## src/rtl/div_unit_if.sv

```systemverilog
// div_unit_if -- handshake/operand bundle between the execute stage and the
// multi-cycle divider.
//
// Signals (named from the divider's point of view):
//   signed_div_i  1 = signed DIV, 0 = unsigned DIVU
//   opdata1_i     dividend (WIDTH bits)
//   opdata2_i     divisor  (WIDTH bits)
//   start_i       request, held by EX until the result is taken
//   annul_i       abort an in-flight division
//   result_o      {remainder, quotient} (2*WIDTH bits)
//   ready_o       result_o valid
//
// Modports:
//   master  execute stage (drives request and operands)
//   slave   divider (drives result and ready)
interface div_unit_if #(
  parameter int WIDTH = 32
);
  logic                 signed_div_i;
  logic [WIDTH-1:0]     opdata1_i;
  logic [WIDTH-1:0]     opdata2_i;
  logic                 start_i;
  logic                 annul_i;
  logic [2*WIDTH-1:0]   result_o;
  logic                 ready_o;

  modport master (
    output signed_div_i, opdata1_i, opdata2_i, start_i, annul_i,
    input  result_o, ready_o
  );

  modport slave (
    input  signed_div_i, opdata1_i, opdata2_i, start_i, annul_i,
    output result_o, ready_o
  );
endinterface

```

## src/rtl/div_unit.sv

```systemverilog
// div_unit -- multi-cycle restoring integer divider for the execute stage.
// Produces {remainder, quotient} for the HI/LO write, one quotient bit per
// clock. Signed division works on magnitudes and fixes signs at the end.
//
// Ports:
//   clk     rising-edge clock
//   rst     synchronous reset, active-high
//   io_bus  div_unit_if.slave: operands, start/annul request, result/ready
module div_unit #(
  parameter int WIDTH = 32
) (
  input  logic         clk,
  input  logic         rst,
  div_unit_if.slave    io_bus
);

  localparam int CW = $clog2(WIDTH) + 1;
  localparam logic [CW-1:0] CNT_LAST = CW'(WIDTH);

  localparam logic [1:0] S_FREE   = 2'd0;
  localparam logic [1:0] S_BYZERO = 2'd1;
  localparam logic [1:0] S_ON     = 2'd2;
  localparam logic [1:0] S_END    = 2'd3;

  // Two's complement negation; the most negative value maps to itself,
  // which is the correct unsigned magnitude.
  function automatic logic [WIDTH-1:0] f_twos(input logic [WIDTH-1:0] x);
    return ~x + {{(WIDTH-1){1'b0}}, 1'b1};
  endfunction

  logic [1:0]           r_state;
  logic [CW-1:0]        r_cnt;
  logic [WIDTH-1:0]     r_quo;      // dividend shifts out, quotient shifts in
  logic [WIDTH-1:0]     r_rem;
  logic [WIDTH-1:0]     r_divisor;
  logic                 r_neg_q;
  logic                 r_neg_r;
  logic [2*WIDTH-1:0]   r_result;
  logic                 r_ready;

  logic [WIDTH-1:0]     w_abs_a;
  logic [WIDTH-1:0]     w_abs_b;
  logic [WIDTH:0]       w_shifted;
  logic [WIDTH:0]       w_partial;
  logic [WIDTH-1:0]     w_next_rem;
  logic [WIDTH-1:0]     w_next_quo;
  logic [WIDTH-1:0]     w_fix_quo;
  logic [WIDTH-1:0]     w_fix_rem;
  logic                 w_sign_a;
  logic                 w_sign_b;

  assign w_sign_a = io_bus.opdata1_i[WIDTH-1];
  assign w_sign_b = io_bus.opdata2_i[WIDTH-1];

  // Operand magnitudes captured at start (raw values for unsigned).
  always_comb begin
    w_abs_a = io_bus.opdata1_i;
    w_abs_b = io_bus.opdata2_i;
    if (io_bus.signed_div_i && w_sign_a) begin
      w_abs_a = f_twos(io_bus.opdata1_i);
    end else begin
      w_abs_a = io_bus.opdata1_i;
    end
    if (io_bus.signed_div_i && w_sign_b) begin
      w_abs_b = f_twos(io_bus.opdata2_i);
    end else begin
      w_abs_b = io_bus.opdata2_i;
    end
  end

  // One restoring step: the top bit of the borrow tells if the trial
  // subtraction went negative.
  always_comb begin
    w_shifted  = {r_rem, r_quo[WIDTH-1]};
    w_partial  = w_shifted - {1'b0, r_divisor};
    w_next_rem = w_shifted[WIDTH-1:0];
    w_next_quo = {r_quo[WIDTH-2:0], 1'b0};
    if (!w_partial[WIDTH]) begin
      w_next_rem = w_partial[WIDTH-1:0];
      w_next_quo = {r_quo[WIDTH-2:0], 1'b1};
    end else begin
      w_next_rem = w_shifted[WIDTH-1:0];
      w_next_quo = {r_quo[WIDTH-2:0], 1'b0};
    end
  end

  // Sign restoration of the final magnitudes.
  always_comb begin
    w_fix_quo = r_quo;
    w_fix_rem = r_rem;
    if (r_neg_q) begin
      w_fix_quo = f_twos(r_quo);
    end else begin
      w_fix_quo = r_quo;
    end
    if (r_neg_r) begin
      w_fix_rem = f_twos(r_rem);
    end else begin
      w_fix_rem = r_rem;
    end
  end

  // Control FSM and datapath registers.
  always_ff @(posedge clk) begin
    if (rst) begin
      r_state   <= S_FREE;
      r_cnt     <= {CW{1'b0}};
      r_quo     <= {WIDTH{1'b0}};
      r_rem     <= {WIDTH{1'b0}};
      r_divisor <= {WIDTH{1'b0}};
      r_neg_q   <= 1'b0;
      r_neg_r   <= 1'b0;
      r_result  <= {(2*WIDTH){1'b0}};
      r_ready   <= 1'b0;
    end else begin
      case (r_state)
        S_FREE: begin
          r_ready  <= 1'b0;
          r_result <= {(2*WIDTH){1'b0}};
          if (io_bus.start_i && !io_bus.annul_i) begin
            if (io_bus.opdata2_i == {WIDTH{1'b0}}) begin
              r_state <= S_BYZERO;
            end else begin
              r_state   <= S_ON;
              r_quo     <= w_abs_a;
              r_rem     <= {WIDTH{1'b0}};
              r_divisor <= w_abs_b;
              r_neg_q   <= io_bus.signed_div_i & (w_sign_a ^ w_sign_b);
              r_neg_r   <= io_bus.signed_div_i & w_sign_a;
              r_cnt     <= {CW{1'b0}};
            end
          end
        end
        S_BYZERO: begin
          r_result <= {(2*WIDTH){1'b0}};
          r_ready  <= 1'b0;
          if (io_bus.annul_i) begin
            r_state <= S_FREE;
          end else begin
            r_state <= S_END;
          end
        end
        S_ON: begin
          if (io_bus.annul_i) begin
            r_state  <= S_FREE;
            r_ready  <= 1'b0;
            r_result <= {(2*WIDTH){1'b0}};
            r_cnt    <= {CW{1'b0}};
          end else if (r_cnt == CNT_LAST) begin
            r_state  <= S_END;
            r_result <= {w_fix_rem, w_fix_quo};
            r_ready  <= 1'b1;
          end else begin
            r_rem <= w_next_rem;
            r_quo <= w_next_quo;
            r_cnt <= r_cnt + {{(CW-1){1'b0}}, 1'b1};
          end
        end
        S_END: begin
          // The divide-by-zero path arrives with ready low and raises it
          // here, so every result is presented for at least one cycle.
          if (io_bus.annul_i) begin
            r_state  <= S_FREE;
            r_ready  <= 1'b0;
            r_result <= {(2*WIDTH){1'b0}};
          end else if (!r_ready) begin
            r_ready <= 1'b1;
          end else if (!io_bus.start_i) begin
            r_state  <= S_FREE;
            r_ready  <= 1'b0;
            r_result <= {(2*WIDTH){1'b0}};
          end else begin
            r_ready <= 1'b1;
          end
        end
        default: begin
          r_state  <= S_FREE;
          r_ready  <= 1'b0;
          r_result <= {(2*WIDTH){1'b0}};
          r_cnt    <= {CW{1'b0}};
        end
      endcase
    end
  end

  assign io_bus.result_o = r_result;
  assign io_bus.ready_o  = r_ready;

endmodule

```

## src/flat_wrapper.sv

```systemverilog
// flat-port wrapper written by rule: the top's interface ports become plain ports
module div_unit_flat 
#(
  parameter int WIDTH = 32
)
  (clk, rst, io_bus_signed_div_i, io_bus_opdata1_i, io_bus_opdata2_i, io_bus_start_i, io_bus_annul_i, io_bus_result_o, io_bus_ready_o);
  div_unit_if #(.WIDTH(WIDTH)) io_bus_i ();
  input  logic clk;
  input  logic rst;
  input wire logic [$bits(io_bus_i.signed_div_i)-1:0] io_bus_signed_div_i;
  input wire logic [$bits(io_bus_i.opdata1_i)-1:0] io_bus_opdata1_i;
  input wire logic [$bits(io_bus_i.opdata2_i)-1:0] io_bus_opdata2_i;
  input wire logic [$bits(io_bus_i.start_i)-1:0] io_bus_start_i;
  input wire logic [$bits(io_bus_i.annul_i)-1:0] io_bus_annul_i;
  output wire logic [$bits(io_bus_i.result_o)-1:0] io_bus_result_o;
  output wire logic [$bits(io_bus_i.ready_o)-1:0] io_bus_ready_o;
  assign io_bus_i.signed_div_i = io_bus_signed_div_i;
  assign io_bus_i.opdata1_i = io_bus_opdata1_i;
  assign io_bus_i.opdata2_i = io_bus_opdata2_i;
  assign io_bus_i.start_i = io_bus_start_i;
  assign io_bus_i.annul_i = io_bus_annul_i;
  assign io_bus_result_o = io_bus_i.result_o;
  assign io_bus_ready_o = io_bus_i.ready_o;
  div_unit #(.WIDTH(WIDTH)) u_core (.clk(clk), .rst(rst), .io_bus(io_bus_i));
endmodule
```

## config.mk

```make
export PLATFORM = sky130hd
export DESIGN_NAME = div_unit_flat
export DESIGN_NICKNAME = d
export VERILOG_FILES = /design/src/rtl/div_unit_if.sv /design/src/rtl/div_unit.sv /design/src/flat_wrapper.sv
export SDC_FILE = /design/constraint.sdc
export NUM_CORES = 1
export LEC_CHECK = 0
export BUFFER_PORTS_ARGS = -buffer_cell sky130_fd_sc_hd__buf_2
export CAP_MARGIN = 20
export CELL_PAD_IN_SITES_DETAIL_PLACEMENT = 1
export CELL_PAD_IN_SITES_GLOBAL_PLACEMENT = 2
export CORE_MARGIN = 10
export CORE_UTILIZATION = 31
export CTS_CLUSTER_DIAMETER = 120
export DETAILED_ROUTE_END_ITERATION = 10
export HOLD_SLACK_MARGIN = 0.08
export PLACE_DENSITY_LB_ADDON = 0.1
export SYNTH_ARGS = -nofsm -noshare
export SYNTH_HDL_FRONTEND = slang
export SYNTH_SLANG_ARGS = --single-unit
```

## constraint.sdc

```tcl
create_clock -name clk -period 3.1 [get_ports clk]
set_input_delay 0.31 -clock clk [delete_from_list [all_inputs] [get_ports clk]]
set_output_delay 0.31 -clock clk [all_outputs]
set_load 0.02 [all_outputs]
```

==> results.md <==
- Grt total ovfl: 0
- Root Driver: clkbuf_16
- CTS tree: done
- Mapped Area: 10800 um2
- Port Buffer Count: 133
- Synth Area in Compound Gates: 24.1%
- Global-route wire length before repair: 59400 um
- Post-route setup slack: 0.178 ns
- Adder-cell share of the synthesized area: 5.05%
- Period Utilization, post-route: 94.3%
- WP buf/inv: 1
- Worst Clk Skew: 0.0129 ns
- Cell taking the most area after synthesis: dfxtp_1
- Worst Path Arrival: 3.26 ns
- Core area: 34500 um2
- Slew Limit Fails: 0
- Relative slew slack: 43.4%
- Die Ht: 207 um
- Drt drc: 0
- Layout cell share with drive strength beyond 1: 19.7%
- Synthesized Nets: 1529
- Run status: completed
- Hold slack: 0.187 ns
- Final Hold Vio Count: 0
- R2R setup slack: 0.18 ns
- CTS Buf Count: 17
- Final setup fails: 0
- I/O pins: 134
- Leading post-synthesis cells by cell area: dfxtp_1 (32%), nand2_1 (7.1%), o21ai_0 (6.5%)
- Synth Instances: 1417
- CTS Sinks: 171
- Die W: 207 um
- Largest net degree at the start of global routing: 76
- DR vias/cell: 5.03
- Clock Path Buffers: 2
- Antenna Nets Post-Route: 0
- Achievable Freq: 342 MHz
- Place WS: 0.0785 ns
- Inserted Diodes: 0
- P&R area growth vs syn: 22.6%
- Final TNS setup: 0 ns
- XOR/XNOR Fraction of Synth Area: 12.1%
- Die Area: 42700 um2
- Initial DRC count: 455
- Static Leak: 5.44 nW
- Hold WC Path Type: in -> reg
- Antenna violations before repair: 0
- Post-synthesis simple-gate area fraction: 21.0%
- Post-synthesis mux area share: 0.742%
- CP peak stage delay: 0.55 ns
- Sequence of cells on the critical path: or4_4 > or4_4 > buf_4 > nor3_2 > nand4_1 > or3_1 > o21ai_0 > xor2_1 > o21ai_1
- Maxcap violations: 0
- Vias: 10390
- Register area share after synthesis: 31.7%
- Most frequent CP cell: or4_4
- CP required: 3.44 ns
- Final std cells w/o fill: 2067
- Count of state elements after synthesis: 171
- Delay-heaviest family, CP: simple AND/OR/NAND/NOR gates
- First-pass iteration count of the detailed router: 5
- Number of global-route vias before repair: 10533
- Gpl congestion: 0.831
- Placed Cells: 2032
- Largest family of logic cells by synthesized area: compound AO/OA/AOI/OAI gates
- RSZ-0062 raised after global routing: false
- Final Util: 38.4%
- CP Launch Type: flop
- Mean post-synth cell area: 7.62 um2
- Post-synth EDFFs: 0
- Slowest-stage cell, CP: or4_4
- Critical path type: reg -> reg
- CP Capture Type: flop
- Worst-Margin Slew: 0.849 ns
- Tot GR Track Use: 17.5%
- Crit-path max FO: 4
- Final HPWL DP: 29500 um
- Detailed Route WL: 37300 um
- Initial Utilization: 31.3%
- Most used DFF post-synth: dfxtp_1
- Tmin final: 2.92 ns
- Worst VDD drop: 0.469 mV
- Drt wl/cell: 18.1 um
- Yosys cell types: 71
- Power density over the cells: 640 nW/um2
- # nets final: 1711
- H-tree depth: 4
- Share of flip-flops with an asynchronous set or reset: 0%
- Row cnt: 68
- Post-synth top area share: 31.7%
- Clock slew at the register clock pins of the worst setup and hold paths: 0.07 ns
- Clock latency on the worst-skew pair: 0.46 ns
- Yosys warns: 0
## state kept, by name (all words and copies together), names as in the netlist
| name | flops |
|---|---|
| u_core.io_bus.result_o | 64 |
| u_core.r_quo | 32 |
| u_core.r_cnt | 6 |
| u_core.r_rem | 32 |
| u_core.r_state | 2 |
| u_core.r_neg_r | 1 |
| u_core.r_divisor | 32 |
| u_core.io_bus.ready_o | 1 |
| u_core.r_neg_q | 1 |
## report_power, final
part	internal, mW	switching (mW)
clock network	1.28	1.04
logic	1.41	2.13
registers	2.41	0.205
total	5.10	3.38
## metal layers
metal | global-route usage [%] | routed length [um] | up-vias
met5 | 0 | 0 | -
met1 | 26.3 | 20100 | 4893
met4 | 3.86 | 293 | 0
li1 | - | - | 5350
met3 | 3.07 | 1380 | 16
met2 | 25.3 | 15600 | 131
## cell usage after synthesis, types with 11 or more instances
| library cell | count |
|---|---|
| nor3_1 | 31 |
| dfxtp_1 | 171 |
| a211oi_1 | 35 |
| a21oi_1 | 105 |
| clkbuf_1 | 64 |
| nor4_1 | 11 |
| or3_1 | 14 |
| nand2_1 | 204 |
| ha_1 | 42 |
| nand3_1 | 18 |
| inv_1 | 58 |
| o31ai_1 | 28 |
| nor2_1 | 135 |
| o21ai_0 | 141 |
| a22oi_1 | 29 |
| xor2_1 | 80 |
| xnor2_1 | 69 |
| or4_1 | 11 |
| a32oi_1 | 12 |
## stage by stage
step / instance area (um2) / power, mW
3_5_place_dp: 12500 / 6.13
4_1_cts: 13200 / 8.49
2_1_floorplan: 10800 / 4.92
5_1_grt: 13200 / 9.09
3_3_place_gp: 12500 / 6.10
6_report: 13200 / 8.48
## worst register-to-register path, delay by kind of cell, from the launching register on
family,cells,cell delay (ns)
compound gates,2,0.27
xor+xnor,1,0.17
buf+inv,1,0.17
flops,1,0.31
simple gates,5,1.90
## cell type report
| type | count | area (um2) |
|---|---|---|
| Fill cell | 4288 | 21200 |
| Multi-Input combinational cell | 1111 | 6890 |
| Sequential cell | 171 | 3420 |
| Timing Repair Buffer | 240 | 1530 |
| Tap cell | 455 | 569 |
| Clock buffer | 17 | 425 |
| Inverter | 58 | 218 |
| Clock inverter | 15 | 186 |
## final timing paths
| path | from | endpoint | depth (start not counted) |
|---|---|---|---|
| setup / recovery | u_core.r_quo[2]$_SDFFE_PP0P_ | u_core.io_bus.result_o[28]$_SDFFE_PP0P_ | 9 |
| hold / removal | io_bus_opdata2_i[12] | u_core.r_divisor[12]$_SDFFE_PP0P_ | 3 |
| setup reg to reg | u_core.r_quo[2]$_SDFFE_PP0P_ | u_core.io_bus.result_o[28]$_SDFFE_PP0P_ | 9 |
| hold reg to reg | u_core.io_bus.result_o[21]$_SDFFE_PP0P_ | u_core.io_bus.result_o[21]$_SDFFE_PP0P_ | 2 |
## cell families after synthesis
family	Yosys count
flip-flops	171
AND/OR/NAND/NOR	489
buffers and inverters	135
adder cells (fa/ha/maj)	43
AO/OA/AOI/OAI	422
multiplexers	8
XOR/XNOR	149
## repair_timing
action,in CTS,in global routing
hold buffers,0,0
setup buffers,0,2
setup endpoints to repair,0,16
gates resized for setup,0,11
hold endpoints to repair,0,0
## cells in the final DEF (no fill, tap or decap), types with 12 or more instances in the layout
cell type | Yosys | routed
a211oi_1 | 35 | 35
xnor2_1 | 69 | 69
nand2_1 | 204 | 204
a32oi_1 | 12 | 12
or3_1 | 14 | 14
inv_1 | 58 | 58
ha_1 | 42 | 38
o21ai_0 | 141 | 140
xor2_1 | 80 | 80
nor3_1 | 31 | 30
buf_4 | 0 | 104
dfxtp_1 | 171 | 171
a22oi_1 | 29 | 29
a21oi_1 | 105 | 105
nand3_1 | 18 | 18
clkbuf_16 | 0 | 18
o31ai_1 | 28 | 28
buf_2 | 6 | 132
nor2_1 | 135 | 134
Note: power is estimated with default switching activity, not from simulation.
